[src/rtl/decoder_3to8_pkg.sv]
// Shared constants and helpers for the registered binary-to-one-hot decoder.
// Consumed by decoder_3to8_comb and by the optional checker in decoder_3to8.
package decoder_3to8_pkg;

    localparam int ADDR_W_DEF = 3;
    localparam int DEF_OUT_W  = 1 << ADDR_W_DEF;
    localparam int MAX_OUT_W  = 64;

    function automatic logic [DEF_OUT_W-1:0] onehot_dec(
        input logic                  en,
        input logic [ADDR_W_DEF-1:0] sel
    );
        logic [DEF_OUT_W-1:0] dec;
        dec = '0;
        if (en) begin
            dec[sel] = 1'b1;
        end
        return dec;
    endfunction

    // Callers zero-extend narrower vectors to the widest legal output width.
    function automatic logic is_onehot(input logic [MAX_OUT_W-1:0] vec);
        return (vec != '0) && ((vec & (vec - 64'd1)) == '0);
    endfunction

endpackage

[src/rtl/decoder_3to8_comb.sv]
// Purely combinational enable/select decode feeding the output register.
module decoder_3to8_comb
    import decoder_3to8_pkg::*;
#(
    parameter int ADDR_W = ADDR_W_DEF
) (
    input  logic                 E,
    input  logic [ADDR_W-1:0]    A,
    output logic [2**ADDR_W-1:0] y_next
);

    // The package helper is sized for the default width; other widths decode inline.
    if (ADDR_W == ADDR_W_DEF) begin : g_def
        assign y_next = onehot_dec(E, A);
    end else begin : g_gen
        for (genvar i = 0; i < 2**ADDR_W; i++) begin : g_bit
            assign y_next[i] = E && (A == ADDR_W'(i));
        end
    end

endmodule

[src/rtl/decoder_3to8.sv]
// Registered one-hot decoder with enable and valid flag.
// Define DECODER_3TO8_ONEHOT_CHK_EN to add the sticky err output and assertion.
module decoder_3to8
    import decoder_3to8_pkg::*;
#(
    parameter int                   ADDR_W = ADDR_W_DEF,
    parameter logic [2**ADDR_W-1:0] Y_RST  = '0
) (
    input  logic                 clk,
    input  logic                 rst,
    input  logic                 E,
    input  logic [ADDR_W-1:0]    A,
    output logic [2**ADDR_W-1:0] Y,
    output logic                 Y_vld
`ifdef DECODER_3TO8_ONEHOT_CHK_EN
    ,
    output logic                 err
`endif
);

    localparam int OUT_W = 2**ADDR_W;

    logic [OUT_W-1:0] y_next;

    decoder_3to8_comb #(
        .ADDR_W (ADDR_W)
    ) u_comb (
        .E      (E),
        .A      (A),
        .y_next (y_next)
    );

    always_ff @(posedge clk or posedge rst) begin
        if (rst) begin
            Y     <= Y_RST;
            Y_vld <= 1'b0;
        end else begin
            Y     <= y_next;
            Y_vld <= E;
        end
    end

`ifdef DECODER_3TO8_ONEHOT_CHK_EN
    logic [MAX_OUT_W-1:0] y_ext;
    logic                 bad;

    always_comb begin
        y_ext            = '0;
        y_ext[OUT_W-1:0] = Y;
        bad              = Y_vld ? !is_onehot(y_ext) : (y_ext != '0);
    end

    // Sticky until reset so a single bad cycle is never lost.
    always_ff @(posedge clk or posedge rst) begin
        if (rst) begin
            err <= 1'b0;
        end else if (bad) begin
            err <= 1'b1;
        end
    end

    a_onehot: assert property (@(posedge clk) disable iff (rst) !bad);
`endif

endmodule

[config.mk]
export PLATFORM = sky130hd
export DESIGN_NAME = decoder_3to8
export DESIGN_NICKNAME = d
export VERILOG_FILES = /design/src/rtl/decoder_3to8_pkg.sv /design/src/rtl/decoder_3to8_comb.sv /design/src/rtl/decoder_3to8.sv
export SDC_FILE = /design/constraint.sdc
export NUM_CORES = 1
export LEC_CHECK = 0
export CAP_MARGIN = 10
export CORE_AREA = 2 2 39 41
export CTS_BUF_LIST = sky130_fd_sc_hd__clkbuf_4 sky130_fd_sc_hd__clkbuf_8
export CTS_CLUSTER_SIZE = 28
export DETAILED_ROUTE_END_ITERATION = 7
export DIE_AREA = 0 0 41 43
export DONT_BUFFER_PORTS = 1
export GPL_TIMING_DRIVEN = 0
export PLACE_DENSITY = 0.5
export RECOVER_POWER = 50
export SYNTH_ARGS = -nofsm -noshare
export SYNTH_HDL_FRONTEND = slang
export SYNTH_HIERARCHICAL = 1
export SYNTH_SLANG_ARGS = --single-unit
[constraint.sdc]
create_clock -name clk -period 0.8 [get_ports clk]
set_clock_uncertainty 0.15 [all_clocks]
set_input_delay 0.08 -clock clk [delete_from_list [all_inputs] [get_ports clk]]
set_output_delay 0.08 -clock clk [all_outputs]
set_load 0.03 [all_outputs]
; Word-level counts from Yosys, hierarchy flattened
; Index checks and enable logic that the tools add are counted.
[classes]
n_lt_le_gt_ge = 2
mux = 3
reduce_logical = 1
[op_table]
columns = op, n
row1 = 8-bit two-way mux, 1
row2 = 3-bit by 4-bit less-than comparator with 1-bit output (second input constant), 1
row3 = 1-bit demux with 3-bit select, 1
row4 = 3-bit by 1-bit >= comparator with 1-bit output (second input constant), 1
row5 = 1-bit logical AND, 1
row6 = 1-bit two-way mux, 1
[totals]
register_bits = 9
input_bits = 6
output_inout_bits = 9
word_cells = 8

; Longest topological paths before layout
[logic_depth]
depth_word = 5
ltp_mapped = 1

; Cells and area by module
; Netlist, hierarchy kept.
[by_module_without_submodules]
columns = module, instances, cells_each, area_each_um2, seq_area_each_um2
row1 = decoder_3to8, 1, 10, 229.0, 225.2
row2 = decoder_3to8_comb, 1, 8, 96.3, 0.0

; Worst setup path after synthesis
; Ideal clock, no wire load.
[synth_timing]
path_type = reg-to-output
start = reg Y[0]
end = out Y[0]
t_arrival_ps = 467
required_ps = 570
slack_ps = 103
path_stages_with_launch = 1
cell_sequence = dfrtp_1
[synth_rtl]
columns = element, line
row1 = from (decl), decoder_3to8.sv:13  ; output logic [2**ADDR_W-1:0] Y,
row2 = from (signal assigned), decoder_3to8.sv:38  ; Y <= y_next;
; No word-level cell between the ends.

; Worst setup path after layout
[layout_timing]
start = reg Y[1]
end = out Y[1]
; No word-level cell between the ends.

==> implementation parameters <==
Parameter                              Value

GRT
  Sum of overflow across all layers after global routing ... 0
  Pin count of the biggest net entering global routing ... 10
  Highest-utilization routing layer at the global route stage ... met4
  Vias in the first global route ... between 150 and 200
  Global-route wire length before repair ... between 800 and 900 µm
  Overall fraction of global-route tracks in use ... 0.08638
  Met2 Usage GRT ... 0.07813
  Antenna violations before repair ... 0
  M1 GR Usage ... 0.09030
  GR Util met3 ... 0.09424

Cells and area
  Area delta synth->final ... 20.00%
  Combined flip-flop and latch cell area ... about 240 µm²
  Most frequent cells in the layout ... dfrtp_2, clkbuf_4, and4b_2, and4bb_2
  Ratio of cells with drive above 1 in the final layout ... 0.8696
  Number of antenna repair diodes ... 0
  Multi-input logic area ... 90.09 µm²
  Layout Nets ... 30
  Finished Layout Cells ... 39
  Fillers ... around 140
  Most common cell after layout, fill and taps aside ... dfrtp_2

Outcome
  Failing checks ... negative hold slack, negative setup slack
  Outcome ... finished with violations

Routing
  DRC violation total after the first TritonRoute iteration ... 0
  Post-detailed-route via-to-cell ratio ... around 4.5
  Residual DRC ... 0
  First drt pass iteration count ... 1
  Average wire per cell in the routed design ... 14.05 µm
  Post-DRT Antenna Nets ... 0
  Via count ... between 150 and 200
  Routed WL ... around 550 µm

Synthesis
  Area of the mapped netlist ... roughly 330 µm²
  Gate count after technology mapping ... 18
  Share of the synthesized area in the top cell type ... 0.6923
  Synth warn ... 6
  Synthesis-stage register bit count ... 9
  Synthesized area per cell ... 18.07 µm²
  Net count after synthesis ... 24
  Biggest area consumer among synthesized cells ... dfrtp_1
  Largest cells by area after synthesis ... dfrtp_1, and4bb_2, and4b_2
  Netlist cell types ... 6
  Fraction of the yosys area taken by sequential cells ... 0.6923

Pwr
  Share of total power in sequential cells ... 0.558
  Switching part of the total power ... 0.2083
  Worst IR Drop VDD ... 0.8058 mV
  Clock network fraction of total power ... 0.411
  Power dissipated by switching net loads ... between 0.15 and 0.2 mW
  Overall power consumption ... roughly 0.90 mW
  Combinational share of power ... 0.031
  Static leakage ... 0.1678 nW
  Internal power component ... a little over 0.7 mW
  Cell Pwr Density ... 2306 mW/mm²

STA
  Highest achievable clock rate ... ~1100 MHz
  Final setup violation count ... 9
  Final worst path period share ... 1.189
  Time the worst path needs with I/O delays and setup ... about 950 ps
  Worst setup slack after layout ... -151.2 ps
  RSZ-0062 raised after global routing ... yes
  Worst hold slack across all endpoints ... -298.6 ps
  Slew headroom ... 0.7868
  Transition time at the pin with the least slew margin ... 319.4 ps
  Setup Total Neg Slack ... -1340 ps
  Total count of max-transition violations in the final report ... 0
  Endpoints failing hold ... 9

Die
  Effective utilization at floorplan ... 0.2351
  Die width ... between 40 and 50 µm
  Number of core rows ... 14
  Total Die Area ... approximately 0.0018 mm²
  I/O pin count ... 15
  Placeable core area ... roughly 0.0014 mm²
  Die height ... around 43 µm

Clock tree
  Number of clock sinks seen by CTS ... 9
  H-tree depth ... 1
  Clock-pin slew reported for the worst setup and hold paths after clock tree synthesis ... around 60 ps
  Number of setup buffers added after CTS ... 0
  CTS tree ... built
  CTS max path bufs ... 2
  Buffer type at the clock tree root ... clkbuf_4
  Number of CTS-inserted buffers ... 3
  Cts-stage hold buffer count ... 1

Setup path
  Critical setup path kind ... reg2out
  Kind of launch point of the worst setup path ... flip-flop
  CP Max Fanout ... 1
  Setup crit end kind ... primary output
  Worst path arrival time ... 720 ps
  Critical path required time ... between 500 and 600 ps

Place
  Total instance count after detailed placement ... 34
  Port Buf Inserts ... 0
  Placer Congestion ... roughly 0.61
  DPL Wire Length ... between 300 and 400 µm

Hold path
  Worst hold path class ... in2reg

Job
  Total of max-cap violations ... 0
[cell families after synthesis]
kind of cell  after synthesis  synth area share
flops                       9            0.6923
simple gates                8            0.2961
buf+inv                     1           0.01153
[power by group through the flow]
stage / combinational [mW] / sequential, mW / clock, mW
floorplan: 0.0227 / 0.507 / 0
global placement: 0.0252 / 0.509 / 0
detailed placement: 0.0260 / 0.509 / 0
CTS: 0.0299 / 0.503 / 0.389
global route: 0.0320 / 0.504 / 0.426
finish: 0.0278 / 0.503 / 0.370
[metal layers]
| layer | vias up | part of all wire |
|---|---|---|
| li1 | 81 | - |
| met1 | 81 | 0.42 |
| met2 | 12 | 0.39 |
| met3 | 2 | 0.16 |
| met4 | 0 | 0.020 |
| met5 | - | 0 |
[layout make-up]
type                    instances  area share
repair buffers                  1     0.02564
flip-flops and latches          9      0.6058
multi-input cells               8      0.2308
clock buffers                   4     0.07692
well taps                      16     0.05128
inverters                       1    0.009615
[Yosys cell counts, drive strengths merged]
library cell and instances:
dfrtp 9, and4b 3, and4bb 3, and4 1, inv 1, nor4b 1
[through the flow]
step | util | cell area [µm²] | setup slack, ps
after floorplan | - | 325.3 | 102.6
after global placement | 0.2495 | 345.3 | 86.20
after detailed placement | 0.2495 | 345.3 | 81.83
after CTS | 0.2866 | 396.6 | -166.3
after global routing | 0.2821 | 390.4 | -189.3
final | 0.2821 | 390.4 | -151.2
[repair_timing]
item | in CTS | in global routing
gates resized for setup | 9 | 0
endpoints found under the setup margin | 9 | 9
endpoints found under the hold margin | 18 | 9
pin swaps | 0 | 0
[path summary, 6_finish.rpt]
| kind | startpoint | end | depth (start not counted) |
|---|---|---|---|
| max in group asynchronous | rst | Y[0] | 2 |
| worst max-delay path | Y[1] | Y[1] | 0 |
| worst min-delay path | E | Y_vld | 0 |
| min in group asynchronous | rst | Y[3] | 2 |
[flip-flops by register name, indices dropped and copies added (netlist names)]
signal and flops:
Y_vld 1, Y 8
(Power assumes the default switching activity.)
